### src/rtl/sync_barrier_ctrl.sv
// sync_barrier_ctrl: responder end of the per-core sync barrier handshake.
// Collects barrier requests (with id) from the participating cores and pulses
// sync_enable back to all of them once every member has arrived with one id.
// Protocol errors (id mismatch, non-member request, timeout) are sticky.
module sync_barrier_ctrl #(
  parameter int N_CORES            = 4,
  parameter int SYNC_BARRIER_WIDTH = 8,
  parameter int TIMEOUT_WIDTH      = 16,
  parameter int TIMEOUT_CYCLES     = 40000
) (
  input  logic                                  clk,
  input  logic                                  reset,
  input  logic                                  mask_wr_en,
  input  logic [N_CORES-1:0]                    mask_in,
  input  logic [N_CORES-1:0]                    sync_en_in,
  input  logic [N_CORES*SYNC_BARRIER_WIDTH-1:0] sync_id_in,
  input  logic                                  err_clear,
  output logic [N_CORES-1:0]                    sync_enable,
  output logic [N_CORES-1:0]                    arrived,
  output logic                                  busy,
  output logic                                  err_id_mismatch,
  output logic                                  err_nonmember,
  output logic                                  err_timeout
);

  localparam int W = SYNC_BARRIER_WIDTH;
  localparam logic [TIMEOUT_WIDTH-1:0] TIMER_LAST = TIMEOUT_WIDTH'(TIMEOUT_CYCLES - 1);
  localparam logic [TIMEOUT_WIDTH-1:0] TIMER_MAX  = {TIMEOUT_WIDTH{1'b1}};
  localparam logic [TIMEOUT_WIDTH-1:0] TIMER_ONE  = TIMEOUT_WIDTH'(1);
  localparam logic                     TIMEOUT_EN = (TIMEOUT_CYCLES != 0);

  typedef enum logic [1:0] {
    ST_IDLE    = 2'd0,
    ST_COLLECT = 2'd1,
    ST_RELEASE = 2'd2,
    ST_ERROR   = 2'd3
  } state_t;

  state_t                   state_r;
  logic [N_CORES-1:0]       mask_r;
  logic [N_CORES-1:0]       arrived_r;
  logic [N_CORES-1:0]       sync_enable_r;
  logic [N_CORES*W-1:0]     ids_r;
  logic [TIMEOUT_WIDTH-1:0] timer_r;
  logic                     busy_r;
  logic                     err_id_mismatch_r;
  logic                     err_nonmember_r;
  logic                     err_timeout_r;

  logic                     accept_s;
  logic [N_CORES-1:0]       new_arr_s;
  logic [N_CORES-1:0]       merged_s;
  logic [W-1:0]             ref_id_s;
  logic                     mismatch_s;
  logic                     nonmember_s;
  logic                     complete_s;
  logic                     timeout_s;

  // Id of the lowest-index core selected in sel (zero when none selected).
  function automatic logic [W-1:0] first_id(input logic [N_CORES-1:0] sel,
                                            input logic [N_CORES*W-1:0] ids);
    logic [W-1:0] id;
    id = {W{1'b0}};
    for (int i = N_CORES - 1; i >= 0; i--) begin
      id = sel[i] ? ids[i*W +: W] : id;
    end
    return id;
  endfunction

  // Decode this cycle's new arrivals, the round's reference id and completion/error conditions
  always_comb begin
    accept_s    = (state_r != ST_ERROR);
    new_arr_s   = accept_s ? (sync_en_in & mask_r & ~arrived_r) : {N_CORES{1'b0}};
    merged_s    = arrived_r | new_arr_s;
    nonmember_s = |(sync_en_in & ~mask_r);
    // Reference is the earliest arrival; on a fresh round the lowest-index new arrival.
    ref_id_s    = (|arrived_r) ? first_id(arrived_r, ids_r) : first_id(new_arr_s, sync_id_in);
    mismatch_s  = 1'b0;
    for (int i = 0; i < N_CORES; i++) begin
      mismatch_s = mismatch_s | (new_arr_s[i] & (sync_id_in[i*W +: W] != ref_id_s));
    end
    complete_s  = ((merged_s & mask_r) == mask_r) && (|mask_r) && !mismatch_s;
    timeout_s   = TIMEOUT_EN && (state_r == ST_COLLECT) && (timer_r == TIMER_LAST);
  end

  // Barrier state machine with registered outputs and sticky error flags
  always_ff @(posedge clk) begin
    if (reset) begin
      state_r           <= ST_IDLE;
      mask_r            <= {N_CORES{1'b0}};
      arrived_r         <= {N_CORES{1'b0}};
      sync_enable_r     <= {N_CORES{1'b0}};
      ids_r             <= {(N_CORES*W){1'b0}};
      timer_r           <= {TIMEOUT_WIDTH{1'b0}};
      busy_r            <= 1'b0;
      err_id_mismatch_r <= 1'b0;
      err_nonmember_r   <= 1'b0;
      err_timeout_r     <= 1'b0;
    end else begin
      // A new error event in the same cycle as err_clear stays visible.
      err_id_mismatch_r <= (err_clear ? 1'b0 : err_id_mismatch_r) | mismatch_s;
      err_nonmember_r   <= (err_clear ? 1'b0 : err_nonmember_r) | nonmember_s;
      err_timeout_r     <= (err_clear ? 1'b0 : err_timeout_r) | (timeout_s && !complete_s);
      sync_enable_r     <= {N_CORES{1'b0}};
      for (int i = 0; i < N_CORES; i++) begin
        if (new_arr_s[i]) begin
          ids_r[i*W +: W] <= sync_id_in[i*W +: W];
        end
      end
      case (state_r)
        // RELEASE behaves like IDLE so requests arriving during the pulse open the next round.
        ST_IDLE, ST_RELEASE: begin
          if ((state_r == ST_IDLE) && mask_wr_en) begin
            mask_r <= mask_in;
          end
          timer_r <= {TIMEOUT_WIDTH{1'b0}};
          if (mismatch_s) begin
            state_r   <= ST_ERROR;
            arrived_r <= merged_s;
            busy_r    <= 1'b1;
          end else if (complete_s) begin
            state_r       <= ST_RELEASE;
            sync_enable_r <= mask_r;
            arrived_r     <= {N_CORES{1'b0}};
            busy_r        <= 1'b1;
          end else if (|new_arr_s) begin
            state_r   <= ST_COLLECT;
            arrived_r <= merged_s;
            busy_r    <= 1'b1;
          end else begin
            state_r <= ST_IDLE;
            busy_r  <= 1'b0;
          end
        end
        ST_COLLECT: begin
          busy_r <= 1'b1;
          if (mismatch_s) begin
            state_r   <= ST_ERROR;
            arrived_r <= merged_s;
          end else if (complete_s) begin
            state_r       <= ST_RELEASE;
            sync_enable_r <= mask_r;
            arrived_r     <= {N_CORES{1'b0}};
          end else if (timeout_s) begin
            state_r   <= ST_ERROR;
            arrived_r <= merged_s;
          end else begin
            arrived_r <= merged_s;
            timer_r   <= (timer_r == TIMER_MAX) ? timer_r : (timer_r + TIMER_ONE);
          end
        end
        ST_ERROR: begin
          if (err_clear) begin
            state_r   <= ST_IDLE;
            arrived_r <= {N_CORES{1'b0}};
            busy_r    <= 1'b0;
          end else begin
            busy_r <= 1'b1;
          end
        end
        default: begin
          state_r   <= ST_IDLE;
          arrived_r <= {N_CORES{1'b0}};
          busy_r    <= 1'b0;
        end
      endcase
    end
  end

  assign sync_enable     = sync_enable_r;
  assign arrived         = arrived_r;
  assign busy            = busy_r;
  assign err_id_mismatch = err_id_mismatch_r;
  assign err_nonmember   = err_nonmember_r;
  assign err_timeout     = err_timeout_r;

endmodule
### config.mk
export PLATFORM = sky130hd
export DESIGN_NAME = sync_barrier_ctrl
export DESIGN_NICKNAME = d
export VERILOG_FILES = /design/src/rtl/sync_barrier_ctrl.sv
export SDC_FILE = /design/constraint.sdc
export NUM_CORES = 1
export LEC_CHECK = 0
export ABC_CLOCK_PERIOD_IN_PS = 7400
export CORE_ASPECT_RATIO = 0.9
export CORE_MARGIN = 3
export CORE_UTILIZATION = 35
export DETAILED_ROUTE_END_ITERATION = 8
export PLACE_DENSITY_LB_ADDON = 0.3
export SYNTH_ARGS = -nofsm -noshare
export SYNTH_HDL_FRONTEND = slang
export SYNTH_SLANG_ARGS = --single-unit
### constraint.sdc
create_clock -name clk -period 7.4 [get_ports clk]
set_clock_uncertainty 0.05 [all_clocks]
set_input_delay 1.48 -clock clk [delete_from_list [all_inputs] [get_ports clk]]
set_output_delay 1.48 -clock clk [all_outputs]
set_load 0.05 [all_outputs]
== After elaboration in Yosys (flattened, before gate mapping) ==
Index checks and enable logic that the tools add are counted.

* ROM bits: 0
* Word-level logic and storage cells: 109
* Memory bits (writable): 0
* Bits in registers: 66
* Memories kept: 0
* Input bits: 44
* Bits in latches: 0

* Div/mod/pow operators: 0
* Shift-type cells: 0
* Order comparisons: 0
* Reductions and logical operators: 20
* Add/sub/neg operators: 1
* Mux-type cells: 38
* $mul: 0
* Eq/ne operators: 18
* Bitwise logic cells: 19

{| class="wikitable"
|+ Operators by type and width
! operator !! count
|-
| two-way mux 8 bit || 9
|-
| two-way mux 16 bit || 4
|-
| == test 16 bit, second input constant || 2
|-
| != test 8 bit || 4
|-
| one-hot mux 16 bit (2 select lines) || 1
|-
| two-way mux 4 bit || 7
|-
| OR reduction 4 bit || 5
|-
| adder 16 x 1 -> 16 bit, second input constant || 1
|-
| bitwise AND 4 bit || 4
|-
| two-way mux 2 bit || 6
|-
| != test 2 bit, second input constant || 6
|-
| one-hot mux 4 bit (3 select lines) || 1
|-
| two-way mux 1 bit || 8
|-
| != test 4 bit, second input constant || 2
|-
| NOT 4 bit || 2
|-
| bitwise OR 1 bit || 6
|-
| one-hot mux 2 bit (3 select lines) || 1
|-
| AND reduction 2 bit || 3
|-
| logical AND 1 bit || 5
|-
| AND reduction 5 bit || 1
|-
| bitwise AND 1 bit || 4
|-
| == test 2 bit, second input constant || 2
|-
| == test 4 bit || 1
|-
| bitwise OR 4 bit || 1
|-
| other kinds (8) || 10
|}

== Longest topological paths before layout ==
Gate-level depths: netlist of run 1.

* Word-level depth: 18
* Depth in mapped cells: 15

== Worst setup path before layout of run 1 ==
Ideal clock, no wire load.

* Kind: input to register
* Start: in sync_en_in[3]
* End: reg timer_r[14]
* Slack: 3267 ps
* Stages on the path: 11
* Required time: 7292 ps
* Arrival time: 4025 ps
* Path buffers: 1
* Cell sequence: a21bo_2 -> a211oi_4 -> a221oi_2 -> o21a_1 -> mux2_4 -> nor4_4 -> a41oi_2 -> nor4_4 -> buf_6 -> a31oi_1 -> o21ba_1

* Word-level cells in the longest chain between the ends: 17

{| class="wikitable"
|+ RTL lines
! what !! RTL line !! RTL
|-
| start: declaration || 15 || <nowiki>input logic [N_CORES-1:0] sync_en_in,</nowiki>
|-
| bitwise AND 4 bit (*) (2 in a row) || 73 || <nowiki>new_arr_s = accept_s ? (sync_en_in & mask_r & ~arrived_r) : {N_CORES{1'b0}};</nowiki>
|-
| two-way mux 4 bit (*) || 73 ||
|-
| two-way mux 8 bit (4 in a row) || 65 || <nowiki>id = sel[i] ? ids[i*W +: W] : id;</nowiki>
|-
| two-way mux 8 bit || 77 || <nowiki>ref_id_s = (|arrived_r) ? first_id(arrived_r, ids_r) : first_id(new_arr_s, sync_id_in);</nowiki>
|-
| != test 8 bit || 80 || <nowiki>mismatch_s = mismatch_s | (new_arr_s[i] & (sync_id_in[i*W +: W] != ref_id_s));</nowiki>
|-
| bitwise AND 1 bit || 80 ||
|-
| bitwise OR 1 bit (3 in a row) || 80 ||
|-
| logical NOT 1 bit || 82 || <nowiki>complete_s = ((merged_s & mask_r) == mask_r) && (|mask_r) && !mismatch_s;</nowiki>
|-
| logical AND 1 bit || 82 ||
|-
| != test 2 bit (no line) || - ||
|-
| AND reduction 5 bit (no line) (*) || - ||
|-
| end signal: assignment || 94 || <nowiki>timer_r <= {TIMEOUT_WIDTH{1'b0}};</nowiki>
|-
| end signal: assignment || 116 || <nowiki>timer_r <= {TIMEOUT_WIDTH{1'b0}};</nowiki>
|-
| end signal: assignment || 149 || <nowiki>timer_r <= (timer_r == TIMER_MAX) ? timer_r : (timer_r + TIMER_ONE);</nowiki>
|-
| end: declaration || 44 || <nowiki>logic [TIMEOUT_WIDTH-1:0] timer_r;</nowiki>
|}

Every way passes the cells marked *; elsewhere a longest branch is shown, timed or not.
A chain may end at the register's enable or synchronous reset.

== Final worst setup path of run 1 ==
* Start: in sync_en_in[3]
* End: reg timer_r[6]

The elaborated chain is that of the path after synthesis.

==> impl_metrics.csv, run 1 <==
group,metric,value,unit
finish,drive_above_1_share,0.09848,
floorplan,die_w,128.4,um
synth,synth_top_area_cell,"dfxtp_1",
synth,async_reset_ff_frac,0,
floorplan,start_util,0.3651,
clock_tree,cts-root-buf,"clkbuf_16",
timing,max_freq,0.1766,GHz
route,drt-pass1-iter-count,9,
pwr,switching_power,0.0005151,W
timing,fin_crit_sh,0.7652,
synth,ys_types,87,
synth,syn_area,4721,sq um
hold_path,holdCritPathClass,"register to register",
route,drt-wirelength-per-cell,22.24,um
synth,ys.flop_type,"dfxtp_1",
pwr,internal-power,0.0009080,W
clock_tree,ctsResizeCount,0,
synth,synth.cells.most_frequent,"nand2_1, dfxtp_1, a21oi_1, nor2_1, o21ai_0",
route,viasPerCell,6.404,
status,violations,"design-rule violations",
pwr,clkPwrFrac,0.360,
pwr,leakagePower,1.996,nW
place,dp_cells,808,
global_route,grt_pass1_vias,4993,
route,drc,4,
worst_setup_path,reg2reg_depth,10,
pwr,powerDensity,249.1,nW/um^2
worst_setup_path,cp-end-kind,"register",
clock_tree,clockBufferDepth,2,
place,dp_hpwl,13430,um
synth,synth_nets,660,
finish,finish.net_count,700,
route,vias,5277,
synth,synth_area_leaders,"dfxtp_1, nand2_1, a21oi_1, o21ai_0, nor2_1",
worst_setup_path,crit_fanout,17,
worst_setup_path,required,7.58,ns
timing,finalSetupTns,0,ns
clock_tree,cts_tree,"built",
hold_path,hold_path_depth,2,
synth,ys_warn_count,0,
hold_path,min_from,"ids_r[22]",
worst_setup_path,arrival,5.85,ns
synth,synth_seq_cells,66,
synth,synth_edf_count,0,
pwr,seq_power_share,0.282,
pwr,swShare,0.3620,
timing,hold_viol_final,0,
worst_setup_path,cp-startpoint,"sync_en_in[3]",
timing,slew_headroom,0.3386,
floorplan,fp.coreArea,12930,sq um
clock_tree,clkLatencyLatePin,0.35,ns
route,drt_iter0_drc,780,
route,routed_wl,18330,um
floorplan,io_pins,56,
pwr,vdd_drop_max,0.0001249,V
global_route,grt_usage,0.2447,
job,drv_cap,0,
global_route,antenna_found_initial,0,
pwr,power_frac_comb,0.357,
timing,setup_violations,0,
clock_tree,post-cts-setup-buffers,0,
place,place.gp.congestion,0.9960,
finish,fin_cells,824,
finish,antenna-diode-count,0,
timing,finalMaxSlewViolations,0,
worst_setup_path,rr_endpoint,"timer_r[6]",
clock_tree,clock-sinks,66,
worst_setup_path,crit_type,"input pin to register",
floorplan,rows,39,
synth,yosys.cell_count.top_type,"nand2_1",
global_route,grt_pass1_wl,28370,um
route,ant_nets,0,
worst_setup_path,cp-start-kind,"input pin",
clock_tree,cts.clk_slew.worst_paths,0.05,ns
timing,worst_pin_slew,0.9922,ns
synth,yosysSeqAreaShare,0.2799,
status,outcome,"complete, but fails checks",
global_route,grt_max_degree,48,
synth,synth_area_per_cell,7.676,sq um
timing,period_needed,5.663,ns
clock_tree,cts.htree.levels,3,
timing,rsz0062_at_grt,"false",
global_route,overflow,0,
place,port_buffers,55,
synth,synth_top_area_share,0.2799,
finish,area_growth,21.04,%
clock_tree,numCtsBuffers,9,
clock_tree,holdBufCountCts,0,
worst_setup_path,timing.rr.start,"state_r[0]",
worst_setup_path,reg2reg_slack,2.71,ns
floorplan,die_h,116.2,um
synth,synthCells,615,
floorplan,dieArea,14920,sq um
worst_setup_path,crit_path_end,"timer_r[6]",
[kinds of logic (layout without fill, tap and decap cells)]
logic type | Yosys count | after routing | share of synthesized area
compound gates | 234 | 234 | 0.3562
flops | 66 | 66 | 0.2799
mux | 9 | 9 | 0.02067
simple gates | 250 | 250 | 0.2841
fa+ha+maj | 1 | 1 | 0.002650
xor+xnor | 2 | 2 | 0.003711
buf+inv | 53 | 98 | 0.05274
[layer usage]
metal	track usage	vias to the layer above	routed length [um]	share of wire
met2	0.3707	267	7915	0.43
met1	0.3409	2555	8354	0.46
li1	-	2409	-	-
met5	0	-	0	0
met4	0.07709	0	471	0.026
met3	0.06401	46	1587	0.087
[critical path, cell delays in order]
cell,delay [ns]
clkdlybuf4s50_1,0.54
a21bo_2,0.28
a211oi_4,0.58
a211oi_1,0.24
a2111oi_0,0.56
and4b_1,0.28
nand4_1,0.08
o31ai_1,0.43
o211a_1,0.59
a21oi_1,0.45
o21ba_2,0.32
[layout make-up]
| class | count | area, sq um |
|---|---|---|
| fillers | 1266 | 7217 |
| multi-input cells | 496 | 3156 |
| flip-flops and latches | 66 | 1321 |
| repair buffers | 62 | 603.1 |
| clock buffers | 12 | 256.5 |
| well taps | 164 | 205.2 |
| clock inverters | 4 | 97.59 |
| inverters | 20 | 75.07 |
[per-stage QoR]
stage | cell area, sq um | util | hold WS (ns) | total power (W) | worst slack [ns]
after floorplan | 4721 | - | 0.3861 | 0.0007498 | 3.267
after global placement | 5360 | 0.4145 | 0.3930 | 0.0009052 | 1.466
after detailed placement | 5360 | 0.4145 | 0.4023 | 0.0009010 | 1.467
after CTS | 5714 | 0.4419 | 0.4104 | 0.001415 | 1.798
after global routing | 5714 | 0.4419 | 0.4346 | 0.001477 | 1.632
final | 5714 | 0.4419 | 0.4127 | 0.001423 | 1.737
[cell usage in the layout, fill, tap and decap left out, types with 4 or more instances in the layout]
cell and instances:
mux2i_1 6, nor3_1 19, o2111ai_1 4, nand4_1 8, dfxtp_1 66, nand3b_1 7, nand3_1 10, a221oi_1 6
and2_1 6, nand2b_1 15, clkdlybuf4s50_1 55, a21oi_1 64, nor2_1 35, clkbuf_16 9, a31oi_1 20, o21ai_0 34
nand2_1 87, or2_2 6, a211oi_1 10, nor2b_1 7, and3_1 13, o22ai_1 9, a221o_1 4, o32ai_1 4
a2111oi_0 4, o21ba_1 11, inv_1 19, o21a_1 4, or3_1 4, buf_4 7, nor4_1 9, o211ai_1 6
[state kept, by name (all words and copies together), names as in the netlist]
name / flops
err_id_mismatch: 1
state_r: 2
err_nonmember: 1
mask_r: 4
busy: 1
err_timeout: 1
sync_enable: 4
arrived: 4
ids_r: 32
timer_r: 16
[power groups by stage]
stage | clock network (W) | logic (W) | registers, W
floorplan | 0 | 0.000336 | 0.000414
global placement | 0 | 0.000497 | 0.000408
detailed placement | 0 | 0.000492 | 0.000408
CTS | 0.000520 | 0.000495 | 0.000401
global route | 0.000531 | 0.000540 | 0.000405
finish | 0.000513 | 0.000509 | 0.000402
[worst min-delay path by stage]
stage / slack, ns / endpoint
5_1_grt: 0.43 / ids_r[0]
3_5_place_dp: 0.40 / ids_r[21]
2_1_floorplan: 0.39 / ids_r[26]
4_1_cts: 0.41 / ids_r[21]
6_report: 0.41 / ids_r[22]
3_3_place_gp: 0.39 / ids_r[26]
Power figures use the tool's default switching activity.
==> run 2: changes to the inputs <==
--- a/config.mk
+++ b/config.mk
@@ -5,7 +5,7 @@
 export SDC_FILE = /design/constraint.sdc
 export NUM_CORES = 1
 export LEC_CHECK = 0
-export ABC_CLOCK_PERIOD_IN_PS = 7400
+export ABC_CLOCK_PERIOD_IN_PS = 4600
 export CORE_ASPECT_RATIO = 0.9
 export CORE_MARGIN = 3
 export CORE_UTILIZATION = 35
==> constraint.sdc (replaced) <==
create_clock -name clk -period 4.6 [get_ports clk]
set_clock_uncertainty 0.05 [all_clocks]
set_input_delay 0.92 -clock clk [delete_from_list [all_inputs] [get_ports clk]]
set_output_delay 0.92 -clock clk [all_outputs]
set_load 0.05 [all_outputs]
==> impl_metrics.csv, run 2 (synthesis gave the netlist of run 1 again) <==
group,metric,value,unit
worst_setup_path,reg2reg_depth,12,
place,pre_cts_ws,-0.1021,ns
pwr,power,0.002195,W
finish,finish.net_count,742,
clock_tree,cts.clk_slew.worst_paths,0.05,ns
floorplan,die_h,116.2,um
worst_setup_path,crit_fanout,4,
timing,fin_crit_sh,0.9439,
clock_tree,cts_tree,"built",
route,ant_nets,0,
finish,antenna-diode-count,0,
pwr,vdd_drop_max,0.0001864,V
timing,finalSetupTns,0,ns
global_route,grt_pass1_vias,4934,
worst_setup_path,cp-start-kind,"input pin",
timing,period_needed,4.342,ns
timing,rsz0062_at_grt,"false",
route,drc,0,
timing,worst_pin_slew,0.9367,ns
clock_tree,clockBufferDepth,2,
route,routed_wl,19370,um
finish,largest_reg_flops,32,
floorplan,dieArea,14920,sq um
floorplan,start_util,0.3651,
finish,finish.instance_area,6000,sq um
clock_tree,numCtsBuffers,9,
clock_tree,cts.htree.levels,3,
route,drt-wirelength-per-cell,22.42,um
finish,final_common_cell,"nand2_1",
floorplan,die_w,128.4,um
timing,slew_headroom,0.3747,
global_route,overflow,0,
clock_tree,clkLatencyLatePin,0.34,ns
worst_setup_path,crit_top_cell,"buf_4",
finish,drive_above_1_share,0.1500,
place,port_buffers,55,
floorplan,rows,39,
pwr,powerDensity,365.9,nW/um^2
clock_tree,clock-sinks,66,
global_route,grt_usage,0.2579,
finish,area_growth,27.09,%
timing,hold_viol_final,0,
timing,max_freq,0.2303,GHz
finish,top_regs,"ids_r x32, timer_r x16",
global_route,grt_pass1_wl,29300,um
route,drt-pass1-iter-count,6,
timing,setup_slack,0.2580,ns
finish,fillers,1286,
status,outcome,"finished clean",
worst_setup_path,crit_type,"input pin to register",
route,viasPerCell,6.250,
finish,largest-register,"ids_r",
job,drv_cap,0,
worst_setup_path,crit_chain,"clkdlybuf4s50_1 -> a21bo_2 -> a211oi_4 -> buf_4 -> a211oi_1 -> buf_4 -> a2111oi_1 -> and4b_1 -> nand4_1 -> o31ai_1 -> o211ai_2 -> or4_1 -> o21ai_0",
global_route,antenna_found_initial,0,
worst_setup_path,required,4.81,ns
worst_setup_path,crit_slowest_cell,"or4_1",
route,drt_iter0_drc,643,
clock_tree,cts-root-buf,"clkbuf_16",
route,vias,5400,
timing,finalMaxSlewViolations,0,
finish,final_cell_mix,"nand2_1, dfxtp_1, a21oi_1",
worst_setup_path,reg2reg_slack,0.41,ns
timing,setup_violations,0,
worst_setup_path,arrival,4.55,ns
worst_setup_path,cpPeakStageDelay,0.56,ns
place,dp_hpwl,14840,um
hold_path,holdCritPathClass,"register to register",
place,dp_cells,850,
global_route,grt_max_degree,47,
pwr,leakagePower,2.181,nW
finish,fin_cells,864,
worst_setup_path,cp-end-kind,"register",
hold_path,hold_path_depth,2,
floorplan,fp.coreArea,12930,sq um
place,place.gp.congestion,0.9870,
place,placedInstanceArea,5738,sq um
floorplan,io_pins,56,
-- run 2: cell count changes in the layout (fill, tap and decap cells not counted) --
cell,previous run,this run
buf_4,7,44
buf_12,0,5
bufinv_16,3,0
clkinv_2,0,2
a2111oi_0,4,3
a2111oi_1,0,1
clkbuf_8,2,1
-- run 2: worst paths after layout --
kind	startpoint	to
setup / recovery	sync_en_in[3]	timer_r[11]
hold / removal	ids_r[29]	ids_r[29]
setup reg to reg	arrived[2]	timer_r[11]
hold reg to reg	ids_r[29]	ids_r[29]
-- run 2: repair_timing --
item / CTS / global route
buffers inserted: 0 / 0
setup endpoints to repair: 0 / 13
hold buffers: 0 / 0
gates resized for setup: 0 / 1
-- run 2: area by class of cell --
type	count	area, sq um	area share
Inverter	20	75.07	0.01251
Multi-Input combinational cell	496	3157	0.5262
Clock buffer	11	242.7	0.04046
Clock inverter	3	17.52	0.002920
Tap cell	164	205.2	0.03420
Sequential cell	66	1321	0.2202
Timing Repair Buffer	104	980.9	0.1635
-- run 2: layer usage --
| metal | up-vias | routed length [um] | GRT usage | share of wire |
|---|---|---|---|---|
| met5 | - | 0 | 0 | 0 |
| met4 | 0 | 403 | 0.08204 | 0.021 |
| met3 | 30 | 1863 | 0.06676 | 0.096 |
| met2 | 298 | 8267 | 0.3735 | 0.43 |
| met1 | 2580 | 8839 | 0.3733 | 0.46 |
| li1 | 2492 | - | - | - |
-- run 2: metrics by stage --
step | util | hold slack [ns]
final | 0.4640 | 0.4055
after global routing | 0.4640 | 0.4238
after CTS | 0.4639 | 0.4075
after detailed placement | 0.4437 | 0.4004
after global placement | 0.4437 | 0.3933
after floorplan | - | 0.3861
-- run 2: report_power, final --
part | internal (W) | switching, W | leakage, nW
registers | 0.000602 | 0.0000537 | 0.535
logic | 0.000377 | 0.000544 | 1.52
clock network | 0.000371 | 0.000248 | 0.127
total | 0.00135 | 0.000845 | 2.18
-- run 2: worst max-delay path: cells and delay by family --
kind / cells / cell delay [ns]
AOI/OAI and AO/OA: 7 / 1.86
and+or+nand+nor: 3 / 0.94
buffers and inverters: 3 / 0.84
==> run 3: changes to the inputs <==
--- a/config.mk
+++ b/config.mk
@@ -5,7 +5,8 @@
 export SDC_FILE = /design/constraint.sdc
 export NUM_CORES = 1
 export LEC_CHECK = 0
-export ABC_CLOCK_PERIOD_IN_PS = 4600
+export ABC_AREA = 0
+export ABC_CLOCK_PERIOD_IN_PS = 5400
 export CORE_ASPECT_RATIO = 0.9
 export CORE_MARGIN = 3
 export CORE_UTILIZATION = 35
==> constraint.sdc (replaced) <==
create_clock -name clk -period 5.4 [get_ports clk]
set_clock_uncertainty 0.05 [all_clocks]
set_input_delay 1.08 -clock clk [delete_from_list [all_inputs] [get_ports clk]]
set_output_delay 1.08 -clock clk [all_outputs]
set_load 0.05 [all_outputs]
==> impl_metrics.csv, run 3 (synthesis gave the netlist of run 1 again) <==
group,metric,value,unit
status,outcome,"finished clean",
global_route,grt_max_degree,48,
finish,largest-register,"ids_r",
route,wl_met3,1752,um
global_route,overflow,0,
global_route,grt_pass1_wl,27610,um
floorplan,rows,39,
timing,worst_pin_slew,0.9449,ns
timing,setup_violations,0,
place,port_buffers,55,
route,ant_nets,0,
clock_tree,post-cts-setup-buffers,0,
pwr,powerDensity,320.4,nW/um^2
finish,final_common_cell,"nand2_1",
route,drt-wirelength-per-cell,21.25,um
worst_setup_path,crit_fanout,12,
route,drt_iter0_drc,778,
route,top_layer,"met4",
route,vias,5280,
finish,finish.net_count,709,
floorplan,die_w,128.4,um
worst_setup_path,arrival,4.95,ns
hold_path,holdCritPathClass,"register to register",
floorplan,die_h,116.2,um
worst_setup_path,cp-end-kind,"register",
finish,area_growth,20.94,%
clock_tree,clock-sinks,66,
route,wl_met2,7410,um
clock_tree,holdBufCountCts,0,
clock_tree,cts.clk_slew.worst_paths,0.05,ns
timing,finalMaxSlewViolations,0,
place,dp_cells,817,
clock_tree,clockBufferDepth,2,
finish,utilization,0.4415,
timing,max_freq,0.2116,GHz
floorplan,dieArea,14920,sq um
route,drc,0,
clock_tree,cts_tree,"built",
pwr,vdd_drop_max,0.0001708,V
timing,hold_viol_final,0,
worst_setup_path,reg2reg_depth,11,
timing,rsz0062_at_grt,"false",
finish,antenna-diode-count,0,
clock_tree,cts.htree.levels,3,
timing,fin_crit_sh,0.8752,
clock_tree,cts-root-buf,"clkbuf_16",
pwr,leakagePower,2.008,nW
finish,final_cell_mix,"nand2_1, dfxtp_1, a21oi_1",
place,dp_hpwl,13250,um
floorplan,io_pins,56,
global_route,grt_pass1_vias,4880,
route,viasPerCell,6.361,
finish,drive_above_1_share,0.1081,
floorplan,start_util,0.3651,
finish,ff_latch_area,1321,sq um
finish,fin_cells,830,
worst_setup_path,required,5.62,ns
route,drt-pass1-iter-count,5,
job,drv_cap,0,
finish,largest_reg_flops,32,
clock_tree,clkLatencyLatePin,0.33,ns
global_route,antenna_found_initial,0,
timing,period_needed,4.726,ns
place,place.gp.congestion,1.002,
finish,top_regs,"ids_r x32, timer_r x16",
route,wl_met1,7956,um
timing,finalSetupTns,0,ns
clock_tree,numCtsBuffers,9,
route,routed_wl,17640,um
floorplan,fp.coreArea,12930,sq um
timing,slew_headroom,0.3654,
global_route,grt_usage,0.2347,
pwr,power,0.001829,W
finish,fillers,1262,
finish,multi_input_area,3156,sq um
worst_setup_path,crit_type,"input pin to register",
clock_tree,ctsResizeCount,0,
worst_setup_path,cp-start-kind,"input pin",
hold_path,hold_path_depth,2,
[run 3: changes by cell type in the layout (fill, tap and decap cells not counted)]
cell and change:
a2111oi_1 -1, buf_12 -5, buf_4 -28, clkbuf_1 -1
bufinv_16 +1, a2111oi_0 +1, clkinv_2 -1
[run 3: area by class of cell]
class                      count  area share
multi-input combinational    496      0.5527
sequential                    66      0.2314
timing repair buffer          71      0.1175
clock buffer                  10     0.04186
tap                          164     0.03594
inverter                      20     0.01315
clock inverter                 3    0.007451
[run 3: worst max-delay path: stages]
cell and delay (ns):
clkdlybuf4s50_1 0.50, a21bo_2 0.27, a211oi_4 0.35, buf_4 0.22, a221o_1 0.22, a21boi_1 0.17
o32ai_1 0.45, nor4_4 0.06, a41oi_2 0.44, nor3_1 0.14, a21oi_1 0.78, o21ba_2 0.25
[run 3: worst paths after layout]
kind	from	end	slack, ns
worst max-delay path	sync_en_in[3]	timer_r[6]	0.67
worst min-delay path	ids_r[29]	ids_r[29]	0.40
worst max register to register	arrived[0]	timer_r[11]	0.93
worst min register to register	ids_r[29]	ids_r[29]	0.40
[run 3: stage by stage]
step	area [sq um]	hold WS, ns	setup WS (ns)
floorplan	4721	0.3861	1.667
global placement	5428	0.3946	0.4471
detailed placement	5428	0.3995	0.3867
CTS	5709	0.4066	0.7462
global route	5709	0.4296	0.4787
finish	5709	0.4036	0.6739
[run 3: report_power, final]
| group | internal, W | total (W) | switching (W) |
|---|---|---|---|
| registers | 0.000513 | 0.000557 | 0.0000438 |
| clock network | 0.000361 | 0.000577 | 0.000216 |
| logic | 0.000265 | 0.000695 | 0.000430 |
[run 3: per-layer routing]
layer | vias to the layer above | global-route usage
li1 | 2419 | -
met1 | 2516 | 0.3368
met2 | 305 | 0.3443
met3 | 40 | 0.05670
met4 | 0 | 0.07921
met5 | - | 0
